[config.mk]
export PLATFORM = sky130hd
export DESIGN_NAME = mem_bus_ctrl
export DESIGN_NICKNAME = d
export VERILOG_FILES = /design/src/rtl/bus_map_pkg.sv /design/src/rtl/sync_fifo.sv /design/src/rtl/mem_bus_ctrl.sv
export SDC_FILE = /design/constraint.sdc
export NUM_CORES = 1
export LEC_CHECK = 0
export CORE_AREA = 2 2 116 118
export DETAILED_ROUTE_END_ITERATION = 12
export DIE_AREA = 0 0 118 120
export PLACE_DENSITY = 0.85
export SLEW_MARGIN = 20
export SYNTH_ARGS = -nofsm -noshare
export SYNTH_HDL_FRONTEND = slang
export SYNTH_HIERARCHICAL = 1
export SYNTH_SLANG_ARGS = --single-unit
export TNS_END_PERCENT = 30
[constraint.sdc]
create_clock -name clk -period 2.3 [get_ports clk]
set_clock_uncertainty 0.2 [all_clocks]
set_input_delay 0.345 -clock clk [delete_from_list [all_inputs] [get_ports clk]]
set_output_delay 0.345 -clock clk [all_outputs]
set_load 0.01 [all_outputs]
[src/rtl/bus_map_pkg.sv]
// Shared address map defaults, status-word bit positions and read FSM states
// for the data-side bus controller.
package bus_map_pkg;

    localparam int RAM_BASE_DEF     = 256;
    localparam int RAM_SIZE_DEF     = 256;
    localparam int LED_ADDR_DEF     = 1024;
    localparam int UART_TX_ADDR_DEF = 1028;
    localparam int UART_RX_ADDR_DEF = 1032;
    localparam int STATUS_ADDR_DEF  = 1036;
    localparam int TX_DEPTH_DEF     = 4;
    localparam int TIMEOUT_DEF      = 15;

    localparam int ST_TX_FULL      = 0;
    localparam int ST_TX_EMPTY     = 1;
    localparam int ST_RX_VALID     = 2;
    localparam int ST_TX_OVF       = 3;
    localparam int ST_RAM_TIMEOUT  = 4;
    localparam int ST_UNMAPPED_ERR = 5;
    localparam int ST_COUNT_LSB    = 8;

    typedef enum logic [1:0] {
        IDLE,
        RAM_WAIT,
        RESP
    } state_t;

endpackage

[src/rtl/sync_fifo.sv]
// Single-clock FIFO with registered head output; a push while full is accepted
// only when a pop happens in the same cycle.
module sync_fifo #(
    parameter int WIDTH = 8,
    parameter int DEPTH = 4
) (
    input  logic                       clk,
    input  logic                       rst,
    input  logic                       push,
    input  logic [WIDTH-1:0]           wdata,
    input  logic                       pop,
    output logic [WIDTH-1:0]           rdata,
    output logic                       full,
    output logic                       empty,
    output logic [$clog2(DEPTH):0]     count
);

    localparam int AW = $clog2(DEPTH);

    logic [WIDTH-1:0] mem [DEPTH];
    logic [AW-1:0]    wr_ptr;
    logic [AW-1:0]    rd_ptr;
    logic             push_ok;
    logic             pop_ok;

    assign full    = (count == (AW + 1)'(DEPTH));
    assign empty   = (count == '0);
    assign pop_ok  = pop && !empty;
    assign push_ok = push && (!full || pop_ok);
    assign rdata   = mem[rd_ptr];

    // NOTE: sequential state uses non-blocking assignments so every register
    // samples the pre-edge values, independent of statement order.
    always_ff @(posedge clk or posedge rst) begin
        if (rst) begin
            wr_ptr <= '0;
            rd_ptr <= '0;
            count  <= '0;
        end else begin
            if (push_ok) wr_ptr <= wr_ptr + 1'b1;
            if (pop_ok)  rd_ptr <= rd_ptr + 1'b1;
            case ({push_ok, pop_ok})
                2'b10:   count <= count + 1'b1;
                2'b01:   count <= count - 1'b1;
                default: count <= count;
            endcase
        end
    end

    // NOTE: storage is deliberately not reset; the pointers and count decide
    // validity, and a reset-free array maps onto plain RAM cells.
    always_ff @(posedge clk) begin
        if (push_ok) mem[wr_ptr] <= wdata;
    end

endmodule

[src/rtl/mem_bus_ctrl.sv]
// Data-side bus controller: address decode, read handshake FSM, UART TX FIFO,
// LED register and W1C status/error register.
module mem_bus_ctrl
    import bus_map_pkg::*;
#(
    parameter int RAM_BASE     = RAM_BASE_DEF,
    parameter int RAM_SIZE     = RAM_SIZE_DEF,
    parameter int LED_ADDR     = LED_ADDR_DEF,
    parameter int UART_TX_ADDR = UART_TX_ADDR_DEF,
    parameter int UART_RX_ADDR = UART_RX_ADDR_DEF,
    parameter int STATUS_ADDR  = STATUS_ADDR_DEF,
    parameter int TX_DEPTH     = TX_DEPTH_DEF,
    parameter int TIMEOUT      = TIMEOUT_DEF
) (
    input  logic        clk,
    input  logic        rst,
    input  logic [31:0] addr,
    input  logic [31:0] data_out,
    input  logic        mem,
    input  logic        mem_write,
    output logic [31:0] data_in,
    output logic        read_ack,
    output logic        ram_mem_read,
    output logic        ram_mem_write,
    input  logic        ram_read_ack,
    input  logic [31:0] ram_out,
    output logic [31:0] led,
    output logic [7:0]  tx_data,
    output logic        tx_valid,
    input  logic        tx_ready,
    input  logic [7:0]  rx_data,
    input  logic        rx_valid,
    output logic        rx_pop
);

    localparam int CW = $clog2(TX_DEPTH) + 1;
    localparam int WW = $clog2(TIMEOUT + 1);
    localparam logic [31:0] RAM_LO = 32'(RAM_BASE);
    localparam logic [31:0] RAM_HI = 32'(RAM_BASE + RAM_SIZE);

    state_t          state, next_state;
    logic [WW-1:0]   wait_cnt;
    logic            ram_sel, led_sel, tx_sel, rx_sel, status_sel, any_sel;
    logic            wr_req, status_wr, unmapped_wr;
    logic            rd_load, set_timeout, set_unmapped_rd;
    logic [31:0]     rd_value, status_word;
    logic            tx_push, tx_pop, tx_full, tx_empty;
    logic [CW-1:0]   tx_count;
    logic            tx_ovf, ram_timeout, unmapped_err;

    always_comb begin
        ram_sel    = (addr >= RAM_LO) && (addr < RAM_HI);
        led_sel    = (addr == 32'(LED_ADDR));
        tx_sel     = (addr == 32'(UART_TX_ADDR));
        rx_sel     = (addr == 32'(UART_RX_ADDR));
        status_sel = (addr == 32'(STATUS_ADDR));
        any_sel    = ram_sel || led_sel || tx_sel || rx_sel || status_sel;
    end

    assign wr_req        = (state == IDLE) && mem && mem_write;
    assign ram_mem_write = wr_req && ram_sel;
    assign status_wr     = wr_req && status_sel;
    assign unmapped_wr   = wr_req && !any_sel;
    assign tx_push       = wr_req && tx_sel;
    assign tx_pop        = tx_valid && tx_ready;
    assign tx_valid      = !tx_empty;

    always_comb begin
        status_word                         = '0;
        status_word[ST_TX_FULL]             = tx_full;
        status_word[ST_TX_EMPTY]            = tx_empty;
        status_word[ST_RX_VALID]            = rx_valid;
        status_word[ST_TX_OVF]              = tx_ovf;
        status_word[ST_RAM_TIMEOUT]         = ram_timeout;
        status_word[ST_UNMAPPED_ERR]        = unmapped_err;
        status_word[ST_COUNT_LSB +: CW]     = tx_count;
    end

    // NOTE: every output of this block gets a default first, so no path can
    // leave a signal unassigned and infer a latch.
    always_comb begin
        next_state      = state;
        rd_load         = 1'b0;
        rd_value        = '0;
        set_timeout     = 1'b0;
        set_unmapped_rd = 1'b0;
        ram_mem_read    = 1'b0;
        read_ack        = 1'b0;
        rx_pop          = 1'b0;
        case (state)
            IDLE: begin
                if (mem && !mem_write) begin
                    if (ram_sel) begin
                        next_state = RAM_WAIT;
                    end else begin
                        rd_load    = 1'b1;
                        next_state = RESP;
                        if (led_sel)         rd_value = led;
                        else if (status_sel) rd_value = status_word;
                        else if (rx_sel) begin
                            if (rx_valid) rd_value = {24'b0, rx_data};
                            rx_pop = rx_valid;
                        end else if (!tx_sel) set_unmapped_rd = 1'b1;
                    end
                end
            end
            RAM_WAIT: begin
                ram_mem_read = 1'b1;
                if (ram_read_ack) begin
                    rd_load    = 1'b1;
                    rd_value   = ram_out;
                    next_state = RESP;
                end else if (wait_cnt == WW'(TIMEOUT - 1)) begin
                    rd_load     = 1'b1;
                    rd_value    = 32'hFFFF_FFFF;
                    set_timeout = 1'b1;
                    next_state  = RESP;
                end
            end
            RESP: begin
                read_ack   = 1'b1;
                next_state = IDLE;
            end
            default: next_state = IDLE;
        endcase
    end

    always_ff @(posedge clk or posedge rst) begin
        if (rst) state <= IDLE;
        else     state <= next_state;
    end

    always_ff @(posedge clk or posedge rst) begin
        if (rst) begin
            wait_cnt     <= '0;
            data_in      <= '0;
            led          <= '0;
            tx_ovf       <= 1'b0;
            ram_timeout  <= 1'b0;
            unmapped_err <= 1'b0;
        end else begin
            wait_cnt <= (state == RAM_WAIT) ? wait_cnt + 1'b1 : '0;
            if (rd_load) data_in <= rd_value;
            if (wr_req && led_sel) led <= data_out;
            // Status flags are sticky; software clears them by writing 1s.
            if (tx_push && tx_full && !tx_pop)              tx_ovf <= 1'b1;
            else if (status_wr && data_out[ST_TX_OVF])      tx_ovf <= 1'b0;
            if (set_timeout)                                ram_timeout <= 1'b1;
            else if (status_wr && data_out[ST_RAM_TIMEOUT]) ram_timeout <= 1'b0;
            if (unmapped_wr || set_unmapped_rd)              unmapped_err <= 1'b1;
            else if (status_wr && data_out[ST_UNMAPPED_ERR]) unmapped_err <= 1'b0;
        end
    end

    sync_fifo #(
        .WIDTH (8),
        .DEPTH (TX_DEPTH)
    ) u_tx_fifo (
        .clk   (clk),
        .rst   (rst),
        .push  (tx_push),
        .wdata (data_out[7:0]),
        .pop   (tx_pop),
        .rdata (tx_data),
        .full  (tx_full),
        .empty (tx_empty),
        .count (tx_count)
    );

endmodule

After elaboration in Yosys (flattened, before gate mapping)
Memories as Yosys holds them, arrays and structs flattened. Cells that the tools add are included.

Flip-flop bits (word level): 80. Latch bits: 0. Bits in writable memories: 32. Memory bits (read-only): 0. Input port bits: 111. Output and inout port bits: 77. Word-level logic and storage cells: 111. Memories: 1.

$add $sub $neg: 5. Multiply operators: 0. Divide/modulo/power cells: 0. Magnitude comparators: 2. Eq/ne operators: 12. Shift operators: 0. Mux-type cells: 46. Bitwise gates (word level): 0. Reduce and logical (&&, ||, !) cells: 35.

Memories: u_tx_fifo.mem (depth 4, width 8, rd ports 1, clocked after memory_dff 0, write ports 1, line sync_fifo.sv:20) `logic [WIDTH-1:0] mem [DEPTH];`.

Operators with widths (count): 32-bit two-way mux (5); 32-bit by 11-bit equality test with 1-bit output, second input constant (4); 32-bit one-hot mux with 2 select lines (1); 32-bit by 9-bit greater-or-equal comparator with 1-bit output, second input constant (1); 32-bit by 10-bit less-than comparator with 1-bit output, second input constant (1); 1-bit two-way mux (29); 1-bit logical AND (17); 8-bit two-way mux (2); 11-bit two-way mux (1); 2-bit two-way mux (4); 2-bit nonzero test (4); 1-bit logical OR (6); 3-bit one-hot mux with 2 select lines (1); 1-bit logical NOT (5); 2-bit by 1-bit adder with 2-bit output, second input constant (2); 4-bit by 1-bit adder with 4-bit output, second input constant (1); 2-bit by 1-bit equality test with 1-bit output, second input constant (2); 2-bit equality test, second input constant (2); 4-bit equality test, second input constant (1); 4-bit two-way mux (1); 2-bit one-hot mux with 2 select lines (1); 3-bit by 1-bit adder with 3-bit output, second input constant (1); 3-bit equality test, second input constant (1); 3-bit logical NOT (1); 6 further kinds (6).

Logic depth before layout (Yosys ltp)
Depth after elaboration: 10. Gate-level depth with buffers: 13. Gate-level depth less buffers: 13.

By module
The synthesis kept the hierarchy.

By module, submodules not included: mem_bus_ctrl (times used 1, cells an instance 316, area each 3498.4 um^2, seq. area each 1826.8 um^2); sync_fifo (times used 1, cells an instance 81, area each 1591.5 um^2, seq. area each 1136.1 um^2).

Least setup slack after synthesis
Ideal clock, no wire load.

Kind: input -> register. Start: in addr[9]. End: reg u_tx_fifo.count[2]. Library setup time: 0.125 ns. Arrival: 2.263 ns. Required time: 1.975 ns. Path slack: -0.288 ns. Cell stages on the path: 13. Path buffers: 0. Cells stage by stage: nor4_2 -> nand4_1 -> nor2_2 -> nand3_1 -> nor2_1 -> o21a_4 -> inv_1 -> ha_1 -> inv_1 -> fa_1 -> xor2_1 -> nor2_1 -> xor2_1.

Cells in the longest elaborated chain, start to end: 5. Elaborated cells on any way between the ends: 7. Those cells by class: 3 x eq/ne; 1 x mux; 3 x reduce/logical.

RTL lines: from (decl) (line mem_bus_ctrl.sv:17) `input logic [31:0] addr,`; 32-bit by 11-bit equality test with 1-bit output (*) (line mem_bus_ctrl.sv:54) `tx_sel = (addr == 32'(UART_TX_ADDR));`; 1-bit logical AND (*) (line mem_bus_ctrl.sv:64) `assign tx_push = wr_req && tx_sel;`; named net tx_push (line mem_bus_ctrl.sv:47) `logic tx_push, tx_pop, tx_full, tx_empty;`; 1-bit logical AND (*) (line sync_fifo.sv:29) `assign push_ok = push && (!full || pop_ok);`; 2-bit by 1-bit equality test with 1-bit output or 2-bit equality test (tied branches) (line sync_fifo.sv:42) `case ({push_ok, pop_ok})`; 3-bit one-hot mux with 2 select lines or 2-bit nonzero test (tied branches); to (signal assigned) (line sync_fifo.sv:43) `2'b10: count <= count + 1'b1;`; to (signal assigned) (line sync_fifo.sv:44) `2'b01: count <= count - 1'b1;`; to (signal assigned) (line sync_fifo.sv:45) `default: count <= count;`; to (decl) (line sync_fifo.sv:15) `output logic [$clog2(DEPTH):0] count`.

Mark *: on every way through the listed nets, which the timed path passes. The rest lies on a longest branch. A chain may end at the register's enable or synchronous reset.

Final worst setup path
Start: reg state[1]. End: out rx_pop.

Cells in the longest elaborated chain, start to end: 2.

RTL lines: from (decl) (line mem_bus_ctrl.sv:41) `state_t state, next_state;`; from (signal assigned) (line mem_bus_ctrl.sv:130) `else state <= next_state;`; 2-bit logical NOT (line mem_bus_ctrl.sv:90) `case (state)`; 1-bit two-way mux (line mem_bus_ctrl.sv:90); to (decl) (line mem_bus_ctrl.sv:33) `output logic rx_pop`.

Every way passes these cells.

==> run metrics <==
status finished with violations; failing checks setup timing; Final WS setup -0.3950 ns; gr ovfl total 0; vias in the first global route 4,565; ANT nets after route 0; Sw Pwr 0.001226 W; max-slew violation count 0; full die area 14,160 sq um; DRT iter0 DRCs 213; Syn Inst Count 397; post-synth top area share 39.33%; Sink Count 112; HP Class in2async; commonest cells after routing, fill and taps aside 146 x clkdlybuf4s50_1, 79 x dfrtp_1, 49 x buf_4, 35 x inv_1, 33 x a21oi_1; crit path time final 2.695 ns; CP max FO 2; Worst-path clk slew 0.08 ns; Tot Pwr 0.004745 W; # IOs 188; register share of total power 46.0%; final hold viol count 0; Placement Rows 42; maximum vdd drop 424.1 uV; Total Routed Length 14,750 microns; Distinct cells, synth 56; HPWL Detailed 10,780 microns; H-Tree Depth 3; initial antenna violation count 1; Critical R2R Launch state[1]; Root Driver clkbuf_16; Mapped Nets 516; r2r worst-path depth 13; Final setup viols 31; WS Path Type reg2out; filler cell count in the final layout 1,008; Synth Warn # 6; Post-Syn Area 5090 sq um; clock group share of total power 31.7%; die height 120 microns; share of cells above drive strength 1 25.71%; Comb pwr share 22.3%; via count 4,162; achievable clock frequency 0.3711 GHz; Main synth FF type dfrtp_1; Crit. End Element output pin; sequential share of the synthesized area 58.21%; top post-synthesis cells by area dfrtp_1 39%, edfxtp_1 19%, mux2_2 7.1%; headroom to the max-slew limit 73.97%; worst slack, placed -0.9423 ns; Post-synth ARST share 71.43%; Sw Share 25.84%; detailed-route DRC error count 0; DIE WIDTH 118 microns; port bufs 187; Tcrit/Tclk final 117.2%; Global Route Usage Sum 20.76%; largest net degree at the start of global routing 44; Pwr Density 589.5 nW/um^2; WL/cell 18.19 microns; Cell Int Power 0.003519 W; Util after Layout 62.01%; Placed Cells incl. Taps 778; total CTS buffers 9; vias per cell 5.132; setup_tns -2.270 ns; post-route insts no fill 811; average cell area after synthesis 12.82 sq um; global-route wire length before repair 22,710 microns; worst-case clock buffer depth 2; Final nets 748; RSZ-0062 raised after global routing true; number of synthesized flops with an enable pin 32; Final Wtd Congestion 0.8389; Startpoint Class flop; most common cell after layout, fill and taps aside clkdlybuf4s50_1; Initial Utilization 39.21%; Least-Margin Pin Slew 0.3905 ns; leakage 3.549 nW; area leader, netlist dfrtp_1; CP required 1.75 ns; Critical Path Source state[1]; first-pass detailed-route iteration total 4; TritonCTS clock tree yes; Post-CTS Hold Buffers 0; Core Region 12,980 sq um; Yosys reg bits 112; maxcap violations 0; P&R area growth vs syn 58.14%; clk_lat worst skew 0.35 ns; crit path DAT 2.15 ns
## path summary, 6_finish.rpt
kind	end	slack [ns]
setup / recovery	rx_pop	-0.40
hold / removal	u_tx_fifo/rd_ptr[1]	0.14
setup reg to reg	u_tx_fifo/count[2]	-0.28
hold reg to reg	data_in[9]	0.28
max in group asynchronous	state[0]	1.27
min in group clk	data_in[9]	0.28
## per-layer routing
layer,part of all wire (%),track usage (%),vias to the layer above
li1,-,-,1913
met1,38,22.63,2058
met2,52,36.59,167
met3,8.1,8.460,24
met4,1.8,7.229,0
met5,0,0,-
## flip-flops by register name, indices dropped and copies added, names as in the netlist
signal and count:
data_in 32, u_tx_fifo/mem 32, u_tx_fifo/count 3, u_tx_fifo/rd_ptr 2, unmapped_err 1, tx_ovf 1, ram_timeout 1, state 2
led 32, u_tx_fifo/wr_ptr 2, wait_cnt 4
## timing repair
| item | in CTS | in global routing |
|---|---|---|
| endpoints found under the setup margin | 89 | 101 |
| setup buffers | 15 | 4 |
| gates resized for setup | 97 | 53 |
| pin swaps | 26 | 11 |
## cells by family after synthesis
group / count (synthesis) / synth area share [%]
flip-flops: 112 / 58.21
AO/OA/AOI/OAI: 91 / 13.03
AND/OR/NAND/NOR: 75 / 8.899
buffers and inverters: 61 / 5.260
multiplexers: 42 / 11.11
XOR/XNOR: 8 / 1.376
adder cells (fa/ha/maj): 8 / 2.114
## synth_stat cells, drive strengths merged, types with 3 or more instances
cell      n
dfrtp    80
inv      38
a21oi    33
mux2     33
edfxtp   32
a221o    22
nor2b    16
nor2     13
clkbuf   12
buf      11
nand2    10
mux4      8
o22ai     8
ha        7
a21o      6
and2      6
nor4      6
nand4     5
nor3      4
o21ai     4
xnor2     4
xor2      4
a22oi     3
a2bb2oi   3
nand2b    3
nand3     3
## layout make-up
type | instances | area, sq um | share of cell area, %
clock inverter | 6 | 47.55 | 0.5907
multi-input combinational | 224 | 2110 | 26.21
tap | 176 | 220.2 | 2.736
clock buffer | 10 | 239.0 | 2.969
antenna | 1 | 2.502 | 0.03109
timing repair buffer | 244 | 2320 | 28.82
inverter | 38 | 146.4 | 1.819
sequential | 112 | 2964 | 36.83
## power by group through the flow
stage / clock network [W] / registers, W / logic, W
3_5_place_dp: 0 / 0.00221 / 0.00109
6_report: 0.00150 / 0.00218 / 0.00106
4_1_cts: 0.00153 / 0.00218 / 0.00104
3_3_place_gp: 0 / 0.00221 / 0.00106
5_1_grt: 0.00162 / 0.00219 / 0.00114
2_1_floorplan: 0 / 0.00218 / 0.000532
## metrics by stage
stage	hold WS (ns)	instance area, sq um
after global routing	0.1514	8049
final	0.1365	8049
after floorplan	-0.05160	5117
after global placement	0.2612	7446
after CTS	0.1237	7895
after detailed placement	0.2693	7446
## critical path, cell delays in order (launching register included)
cell	delay (ns)
dfrtp_1	0.40
or3b_4	0.38
nand2b_4	0.15
or4b_4	0.52
nor3b_2	0.19
buf_2	0.15
(Power assumes the default switching activity.)
